**src/rtl/multiplier_8bits_version8.sv**
```systemverilog
// rtl/multiplier_8bits_version8.sv - unsigned 8x8 -> 16-bit Dadda multiplier, registered output
//
// Purpose: partial-product AND array, Dadda carry-save reduction
//          (column heights 8 -> 6 -> 4 -> 3 -> 2) built from explicit half/full
//          adder cells, then a 16-bit carry-propagate add into the product register.
// Ports:
//   clk      in   1   rising-edge clock
//   rst      in   1   synchronous active-high reset (clears every register)
//   A        in   8   multiplicand, unsigned
//   B        in   8   multiplier, unsigned
//   product  out  16  A*B, registered
// Option: define MULT8_PIPE_EN to register the two reduced rows ahead of the
//         final adder (latency 2 instead of 1).

module multiplier_8bits_version8 (
  input  logic        clk,
  input  logic        rst,
  input  logic [7:0]  A,
  input  logic [7:0]  B,
  output logic [15:0] product
);

  // {carry, sum}
  function automatic logic [1:0] fa(input logic x, input logic y, input logic z);
    return {(x & y) | (x & z) | (y & z), x ^ y ^ z};
  endfunction

  function automatic logic [1:0] ha(input logic x, input logic y);
    return {x & y, x ^ y};
  endfunction

  // cur[c] holds the bits of weight 2^c packed from bit 0, h[c] of them valid.
  logic [7:0]  cur [16];
  logic [7:0]  nxt [16];
  int          h   [16];
  int          nh  [16];
  int          d;
  int          idx;
  int          wt;
  int          c1;
  logic [7:0]  colv;
  logic [1:0]  cs;
  logic [15:0] row0;
  logic [15:0] row1;

  always_comb begin
    d    = 0;
    idx  = 0;
    wt   = 0;
    c1   = 0;
    colv = '0;
    cs   = '0;
    row0 = '0;
    row1 = '0;
    for (int c = 0; c < 16; c++) begin
      cur[c] = '0;
      nxt[c] = '0;
      h[c]   = 0;
      nh[c]  = 0;
    end

    // Partial products: pp[i][j] = A[j] & B[i] lands in column i+j.
    for (int i = 0; i < 8; i++) begin
      for (int j = 0; j < 8; j++) begin
        wt = i + j;
        cur[wt[3:0]][h[wt[3:0]][2:0]] = A[j] & B[i];
        h[wt[3:0]] += 1;
      end
    end

    // Dadda stages. In each column only as many cells are used as are needed
    // to bring (remaining bits + incoming carries) down to the stage target d;
    // a full adder is preferred when the column is at least two over target.
    for (int s = 0; s < 4; s++) begin
      d = (s == 0) ? 6 : (s == 1) ? 4 : (s == 2) ? 3 : 2;
      for (int c = 0; c < 16; c++) begin
        nxt[c] = '0;
        nh[c]  = 0;
      end
      for (int c = 0; c < 16; c++) begin
        idx = 0;
        c1  = c + 1;
        for (int k = 0; k < 8; k++) begin
          if ((h[c[3:0]] - idx) + nh[c[3:0]] > d) begin
            colv = cur[c[3:0]] >> idx;
            if (((h[c[3:0]] - idx) + nh[c[3:0]] - d >= 2) && (h[c[3:0]] - idx >= 3)) begin
              cs  = fa(colv[0], colv[1], colv[2]);
              idx = idx + 3;
            end else if (h[c[3:0]] - idx >= 2) begin
              cs  = ha(colv[0], colv[1]);
              idx = idx + 2;
            end else begin
              cs = '0;
            end
            nxt[c[3:0]][nh[c[3:0]][2:0]] = cs[0];
            nh[c[3:0]] += 1;
            // Column 15 never produces a real carry: the product fits 16 bits.
            if (c < 15) begin
              nxt[c1[3:0]][nh[c1[3:0]][2:0]] = cs[1];
              nh[c1[3:0]] += 1;
            end
          end
        end
        // Untouched bits pass straight through to the next stage.
        for (int k = 0; k < 8; k++) begin
          if (k >= idx && k < h[c[3:0]]) begin
            nxt[c[3:0]][nh[c[3:0]][2:0]] = cur[c[3:0]][k];
            nh[c[3:0]] += 1;
          end
        end
      end
      for (int c = 0; c < 16; c++) begin
        cur[c] = nxt[c];
        h[c]   = nh[c];
      end
    end

    for (int c = 0; c < 16; c++) begin
      row0[c] = cur[c][0];
      row1[c] = cur[c][1];
    end
  end

`ifdef MULT8_PIPE_EN
  logic [15:0] row0_q;
  logic [15:0] row1_q;

  always_ff @(posedge clk) begin
    if (rst) begin
      row0_q  <= '0;
      row1_q  <= '0;
      product <= '0;
    end else begin
      row0_q  <= row0;
      row1_q  <= row1;
      product <= row0_q + row1_q;
    end
  end
`else
  always_ff @(posedge clk) begin
    if (rst) begin
      product <= '0;
    end else begin
      product <= row0 + row1;
    end
  end
`endif

endmodule

```
**config.mk**
```make
export PLATFORM = sky130hd
export DESIGN_NAME = multiplier_8bits_version8
export DESIGN_NICKNAME = d
export VERILOG_FILES = /design/src/rtl/multiplier_8bits_version8.sv
export SDC_FILE = /design/constraint.sdc
export NUM_CORES = 1
export LEC_CHECK = 0
export ABC_AREA = 1
export BUFFER_PORTS_ARGS = -buffer_cell sky130_fd_sc_hd__buf_2
export CORE_MARGIN = 2
export CORE_UTILIZATION = 55
export CTS_BUF_LIST = sky130_fd_sc_hd__clkbuf_2
export CTS_CLUSTER_SIZE = 30
export DETAILED_ROUTE_END_ITERATION = 16
export GPL_TIMING_DRIVEN = 0
export PLACE_DENSITY = 0.82
export SLEW_MARGIN = 10
export SYNTH_ARGS = -nofsm -noshare
export SYNTH_HDL_FRONTEND = slang
export SYNTH_SLANG_ARGS = --single-unit
```
**constraint.sdc**
```tcl
create_clock -name clk -period 3.6 [get_ports clk]
set_input_delay 0.54 -clock clk [delete_from_list [all_inputs] [get_ports clk]]
set_output_delay 0.54 -clock clk [all_outputs]
set_load 0.05 [all_outputs]
```
## Yosys cells after proc, flatten, opt, wreduce, memory -nomap -nowiden

Index checks and enable logic that the tools add are counted.

- Bitwise gates (word level): 323
- Add/sub/neg operators: 1

Operators by type and width:

| cell | number |
|---|---|
| AND 1 bit | 176 |
| XOR 1 bit | 77 |
| OR 1 bit | 70 |
| adder 15 x 15 -> 16 bit | 1 |

- Word-level logic and storage cells: 325
- Bits in registers: 16

## Logic depth before layout (Yosys ltp)

- Depth after elaboration: 14
- Depth in mapped cells: 21
- Depth with buffers taken out: 20

## Least setup slack after synthesis

OpenSTA, ideal clock, no wires.

- Path kind: input port to flip-flop
- Start point: input B[0]
- End point: register product[14]
- Slack: -0.364 ns
- Library setup time: 0.115 ns
- Required time: 3.485 ns
- Arrival: 3.849 ns
- Stages on the path: 20
- Cells stage by stage: clkbuf_1 nand2_1 inv_1 fa_1 inv_1 fa_1 inv_1 fa_1 inv_1 fa_1 inv_1 ha_1 nand2_1 nand2_1 nand2_1 nand2_1 a21oi_1 nand3_2 nand2_1 nor2_1

- Longest elaborated chain between the ends: 14
- Elaborated cells between the ends (all ways): 142

Ends and longest elaborated chain:

| item | RTL line | source |
|---|---|---|
| start, declared | 19 | `input logic [7:0] B,` |
| AND 1 bit | 66 | `cur[wt[3:0]][h[wt[3:0]][2:0]] = A[j] & B[i];` |
| AND 1 bit, on equally long branches | - |  |
| OR 1 bit (2 in series) | 25 | `return {(x & y) \| (x & z) \| (y & z), x ^ y ^ z};` |
| AND 1 bit, on equally long branches | - |  |
| OR 1 bit (2 in series) | 25 |  |
| AND 1 bit | 25 |  |
| OR 1 bit (2 in series) | 25 |  |
| AND 1 bit, on equally long branches | - |  |
| OR 1 bit (2 in series) | 25 |  |
| adder 15 x 15 -> 16 bit (*) | 144 | `product <= row0 + row1;` |
| end signal, assigned | 144 |  |
| end, declared | 20 | `output logic [15:0] product` |

Mark *: on every way between the ends. The rest lies on a longest branch, timed or not.
A chain may end at the register's enable or synchronous reset.

## Worst setup path after layout

- Start point: input A[5]
- End point: register product[14]

- Longest elaborated chain between the ends: 14
- Elaborated cells between the ends (all ways): 191

Ends and longest elaborated chain:

| item | RTL line | source |
|---|---|---|
| start, declared | 18 | `input logic [7:0] A,` |
| AND 1 bit | 66 |  |
| AND 1 bit | 25 |  |
| OR 1 bit (2 in series) | 25 |  |
| AND 1 bit, on equally long branches | - |  |
| OR 1 bit (2 in series) | 25 |  |
| AND 1 bit, on equally long branches | - |  |
| OR 1 bit (2 in series) | 25 |  |
| AND 1 bit, on equally long branches | - |  |
| OR 1 bit (2 in series) | 25 |  |
| adder 15 x 15 -> 16 bit (*) | 144 |  |

Marks and branches as above.

==> impl_metrics.prom <==
# TYPE chip_impl_metric gauge
chip_impl_metric{name="max_slew.worst_pin.slew",unit="ns"} 0.393
chip_impl_info{name="top_register",value="product"} 1
chip_impl_metric{name="post_route_minimum_period",unit="ns"} 3.65
chip_impl_info{name="tritoncts",value="done"} 1
chip_impl_metric{name="post-route-worst-setup-slack",unit="ns"} -0.0509
chip_impl_metric{name="post_synth_fa_ha_maj_area_fraction",unit=""} 0.372
chip_impl_metric{name="route.detailed.drc",unit=""} 0
chip_impl_info{name="min_path_type",value="in2reg"} 1
chip_impl_metric{name="ratio_of_cells_with_drive_above_1_in_the_final_layout",unit=""} 0.200
chip_impl_metric{name="via_per_inst",unit=""} 4.81
chip_impl_metric{name="yosys_register_bits",unit=""} 16
chip_impl_metric{name="global_routing_usage_on_met1",unit=""} 0.275
chip_impl_metric{name="port_buffers",unit=""} 17
chip_impl_metric{name="numClockSinks",unit=""} 16
chip_impl_metric{name="worst_ep_required_time",unit="ns"} 3.80
chip_impl_metric{name="chipHeight",unit="um"} 73.4
chip_impl_metric{name="io_pins",unit=""} 34
chip_impl_metric{name="placement.cell_area",unit="um^2"} 2940
chip_impl_metric{name="hold_violations",unit=""} 0
chip_impl_metric{name="grt_usage",unit=""} 0.216
chip_impl_info{name="type_of_the_setup_path_with_the_least_slack",value="in2reg"} 1
chip_impl_metric{name="design.die.area",unit="um^2"} 5380
chip_impl_metric{name="cts_made_buffers",unit=""} 3
chip_impl_metric{name="number_of_antenna_violations_at_the_first_check_in_global_routing",unit=""} 0
chip_impl_metric{name="floorplan.initialDensity",unit=""} 0.564
chip_impl_metric{name="post-route-cell-area",unit="um^2"} 3110
chip_impl_metric{name="yosys_warnings",unit=""} 0
chip_impl_info{name="yosys_most_used_dff",value="sky130_fd_sc_hd__dfxtp_1"} 1
chip_impl_metric{name="post-synth-top-area-fraction",unit=""} 0.272
chip_impl_info{name="synth.largest_area_cell",value="sky130_fd_sc_hd__fa_1"} 1
chip_impl_metric{name="synth_seq_area_share",unit=""} 0.121
chip_impl_metric{name="final.hold.worst_slack",unit="ns"} 0.484
chip_impl_metric{name="p_leak",unit="nW"} 2.01
chip_impl_info{name="outcome",value="finished with violations"} 1
chip_impl_info{name="cell_chosen_for_the_clock_root",value="sky130_fd_sc_hd__clkbuf_2"} 1
chip_impl_metric{name="final_util",unit=""} 0.662
chip_impl_metric{name="cts-htree-levels",unit=""} 1
chip_impl_metric{name="post-route-period-util",unit=""} 1.01
chip_impl_metric{name="cts_hold_buffers",unit=""} 0
chip_impl_info{name="synthMostInstantiatedCell",value="sky130_fd_sc_hd__nand2_1"} 1
chip_impl_metric{name="syn_inst",unit=""} 406
chip_impl_metric{name="core_box_area",unit="um^2"} 4690
chip_impl_metric{name="synthXorXnorAreaFrac",unit=""} 0
chip_impl_metric{name="first_iter_violations",unit=""} 125
chip_impl_metric{name="synth.distinct_cells",unit=""} 21
chip_impl_metric{name="number_of_flops_mapped_to_enable_cells_by_yosys",unit=""} 0
chip_impl_info{name="unrepaired_setup_endpoints_after_global_routing",value="true"} 1
chip_impl_metric{name="final-setup-viol-count",unit=""} 4
chip_impl_info{name="dominant_combinational_cell_family_by_area_after_synthesis",value="adder cells"} 1
chip_impl_metric{name="globalplace.congestion",unit=""} 0.864
chip_impl_metric{name="syn-num-nets",unit=""} 481
chip_impl_metric{name="num_rows",unit=""} 25
chip_impl_metric{name="worst_slew_margin_relative_to_its_limit",unit=""} 0.738
chip_impl_metric{name="design.final.nets",unit=""} 507
chip_impl_info{name="busiest_layer",value="met2"} 1
chip_impl_metric{name="largest_reg_flops",unit=""} 16
chip_impl_metric{name="max_freq",unit="MHz"} 274
chip_impl_metric{name="ir_drop",unit="V"} 0.000325
chip_impl_metric{name="place.detailed.hpwl",unit="um"} 4370
chip_impl_metric{name="grt_pass1_vias",unit=""} 2289
chip_impl_metric{name="arrival_time_of_the_worst_setup_path",unit="ns"} 3.85
chip_impl_metric{name="grt_pass1_wl",unit="um"} 9440
chip_impl_metric{name="synth_area_per_cell",unit="um^2"} 6.51
chip_impl_info{name="failed_checks",value="setup timing"} 1
chip_impl_metric{name="grt_util_met3",unit=""} 0.0165
chip_impl_info{name="setup.worst_path.end_class",value="flop"} 1
chip_impl_metric{name="gr_layer_usage_met2",unit=""} 0.392
chip_impl_metric{name="routed-via-count",unit=""} 2326
chip_impl_metric{name="routed_wl",unit="um"} 5230
chip_impl_metric{name="grt_max_degree",unit=""} 11
chip_impl_metric{name="drtAntennaViolNets",unit=""} 0
chip_impl_metric{name="final_max_slew_viol_count",unit=""} 0
chip_impl_metric{name="setup_tns_final",unit="ns"} -0.173
chip_impl_metric{name="ys_async_sr_fraction",unit=""} 0
chip_impl_metric{name="grt_remaining_overflow",unit=""} 0
chip_impl_metric{name="synth-compound-area-share",unit=""} 0.0350
chip_impl_metric{name="synthesis.area",unit="um^2"} 2650
chip_impl_metric{name="clk_pin_slew_worst_paths",unit="ns"} 0.13
chip_impl_info{name="synth.top_cells.by_count",value="126 x sky130_fd_sc_hd__nand2_1, 121 x sky130_fd_sc_hd__inv_1, 36 x sky130_fd_sc_hd__fa_1"} 1
chip_impl_info{name="post_synth_main_area_contributors",value="sky130_fd_sc_hd__fa_1 27%, sky130_fd_sc_hd__nand2_1 18%, sky130_fd_sc_hd__inv_1 17%"} 1
chip_impl_metric{name="maxCapViolCount",unit=""} 0
chip_impl_metric{name="area.growth.synth_to_final",unit="%"} 17.5
chip_impl_metric{name="power-per-cell-area",unit="nW/um^2"} 545
chip_impl_metric{name="cp_max_fo",unit=""} 5
chip_impl_info{name="top_regs",value="product: 16 flops"} 1
chip_impl_metric{name="nFillCells",unit=""} 413
chip_impl_metric{name="synth_simple_gate_area_frac",unit=""} 0.270
chip_impl_metric{name="drt_first_pass_iters",unit=""} 4
chip_impl_metric{name="antennaDiodeCount",unit=""} 0
chip_impl_metric{name="yosys-mux-area-fraction",unit=""} 0
chip_impl_metric{name="cts.path.max_buffers",unit=""} 2
chip_impl_metric{name="route.detailed.wl_per_inst",unit="um"} 10.8
chip_impl_metric{name="floorplan.die.width",unit="um"} 73.4
chip_impl_info{name="crit_path_start_kind",value="primary input"} 1
power by group:
group	internal, mW	total (mW)	switching, mW
clock	0.0227	0.0736	0.0509
combinational	0.490	1.38	0.893
sequential	0.231	0.239	0.00823
total	0.743	1.70	0.952
worst max-delay path: stages:
cell	delay, ns
sky130_fd_sc_hd__clkbuf_16	0.13
sky130_fd_sc_hd__nand2_4	0.07
sky130_fd_sc_hd__inv_4	0.03
sky130_fd_sc_hd__fa_1	0.53
sky130_fd_sc_hd__inv_1	0.05
sky130_fd_sc_hd__fa_1	0.49
sky130_fd_sc_hd__inv_2	0.04
sky130_fd_sc_hd__fa_1	0.52
sky130_fd_sc_hd__inv_2	0.04
sky130_fd_sc_hd__fa_1	0.51
sky130_fd_sc_hd__inv_2	0.05
sky130_fd_sc_hd__ha_4	0.26
sky130_fd_sc_hd__nand2_2	0.06
sky130_fd_sc_hd__nand2_2	0.06
sky130_fd_sc_hd__nand2_2	0.06
sky130_fd_sc_hd__nand2_2	0.07
sky130_fd_sc_hd__a21oi_4	0.17
sky130_fd_sc_hd__nand3_2	0.08
sky130_fd_sc_hd__nand2_1	0.06
sky130_fd_sc_hd__nor2_1	0.04
repair_timing:
action / 4_1_cts / 5_1_grt
pin swaps: 4 / 5
resized for setup: 16 / 24
cloned: 0 / 0
setup endpoints to repair: 7 / 9
buffers inserted: 1 / 3
per-layer routing:
metal,vias up,part of all wire
met3,14,0.041
met1,1067,0.44
met2,57,0.50
met4,0,0.018
met5,-,0
li1,1188,-
cell families after synthesis:
kind of cell / Yosys count
fa+ha+maj: 57
buf+inv: 140
simple gates: 175
compound gates: 18
flops: 16
per-stage QoR:
stage | std cells | total power [mW] | setup WS (ns)
finish | 484 | 1.70 | -0.0509
global route | 484 | 1.87 | -0.186
CTS | 481 | 1.59 | 0.000748
detailed placement | 477 | 1.49 | -0.369
global placement | 477 | 1.46 | -0.304
floorplan | 406 | 1.27 | -0.169
cell type report:
cell class | count | area, um^2 | share of cell area
Sequential cell | 16 | 320 | 0.103
Tap cell | 54 | 67.6 | 0.0217
Inverter | 123 | 464 | 0.149
Buffer | 17 | 161 | 0.0519
Timing Repair Buffer | 21 | 115 | 0.0370
Clock buffer | 3 | 15.0 | 0.00483
Multi-Input combinational cell | 250 | 1960 | 0.632
cells in the final DEF (no fill, tap or decap):
cell type	Yosys	layout
sky130_fd_sc_hd__clkbuf_2	0	5
sky130_fd_sc_hd__and2_1	2	1
sky130_fd_sc_hd__a21oi_2	0	3
sky130_fd_sc_hd__ha_2	0	1
sky130_fd_sc_hd__buf_4	0	4
sky130_fd_sc_hd__nor3_1	1	1
sky130_fd_sc_hd__a21o_1	1	1
sky130_fd_sc_hd__dfxtp_1	16	16
sky130_fd_sc_hd__buf_6	1	1
sky130_fd_sc_hd__ha_1	21	16
sky130_fd_sc_hd__fa_2	0	2
sky130_fd_sc_hd__nor2_1	24	20
sky130_fd_sc_hd__fa_1	36	34
sky130_fd_sc_hd__inv_4	0	1
sky130_fd_sc_hd__o21ai_2	0	1
sky130_fd_sc_hd__nand3_2	2	5
sky130_fd_sc_hd__o21ai_0	4	2
sky130_fd_sc_hd__ha_4	0	4
sky130_fd_sc_hd__clkbuf_1	15	6
sky130_fd_sc_hd__buf_2	1	18
sky130_fd_sc_hd__nor2_4	0	2
sky130_fd_sc_hd__nand2_4	0	4
sky130_fd_sc_hd__clkbuf_4	0	1
sky130_fd_sc_hd__clkbuf_8	0	4
sky130_fd_sc_hd__nand2_1	126	113
sky130_fd_sc_hd__nand2_2	6	15
sky130_fd_sc_hd__clkbuf_16	0	2
sky130_fd_sc_hd__o21ai_1	1	2
sky130_fd_sc_hd__nand3b_1	1	1
sky130_fd_sc_hd__inv_2	2	6
sky130_fd_sc_hd__nand3_1	10	7
sky130_fd_sc_hd__a21oi_4	0	1
sky130_fd_sc_hd__inv_1	121	116
sky130_fd_sc_hd__a21oi_1	12	8
sky130_fd_sc_hd__nor2_2	3	5
sky130_fd_sc_hd__and2_4	0	1
final timing paths:
kind,startpoint,to,depth (start not counted)
max,A[5],product[14],20
min,rst,product[1],2
Power figures use the tool's default switching activity.
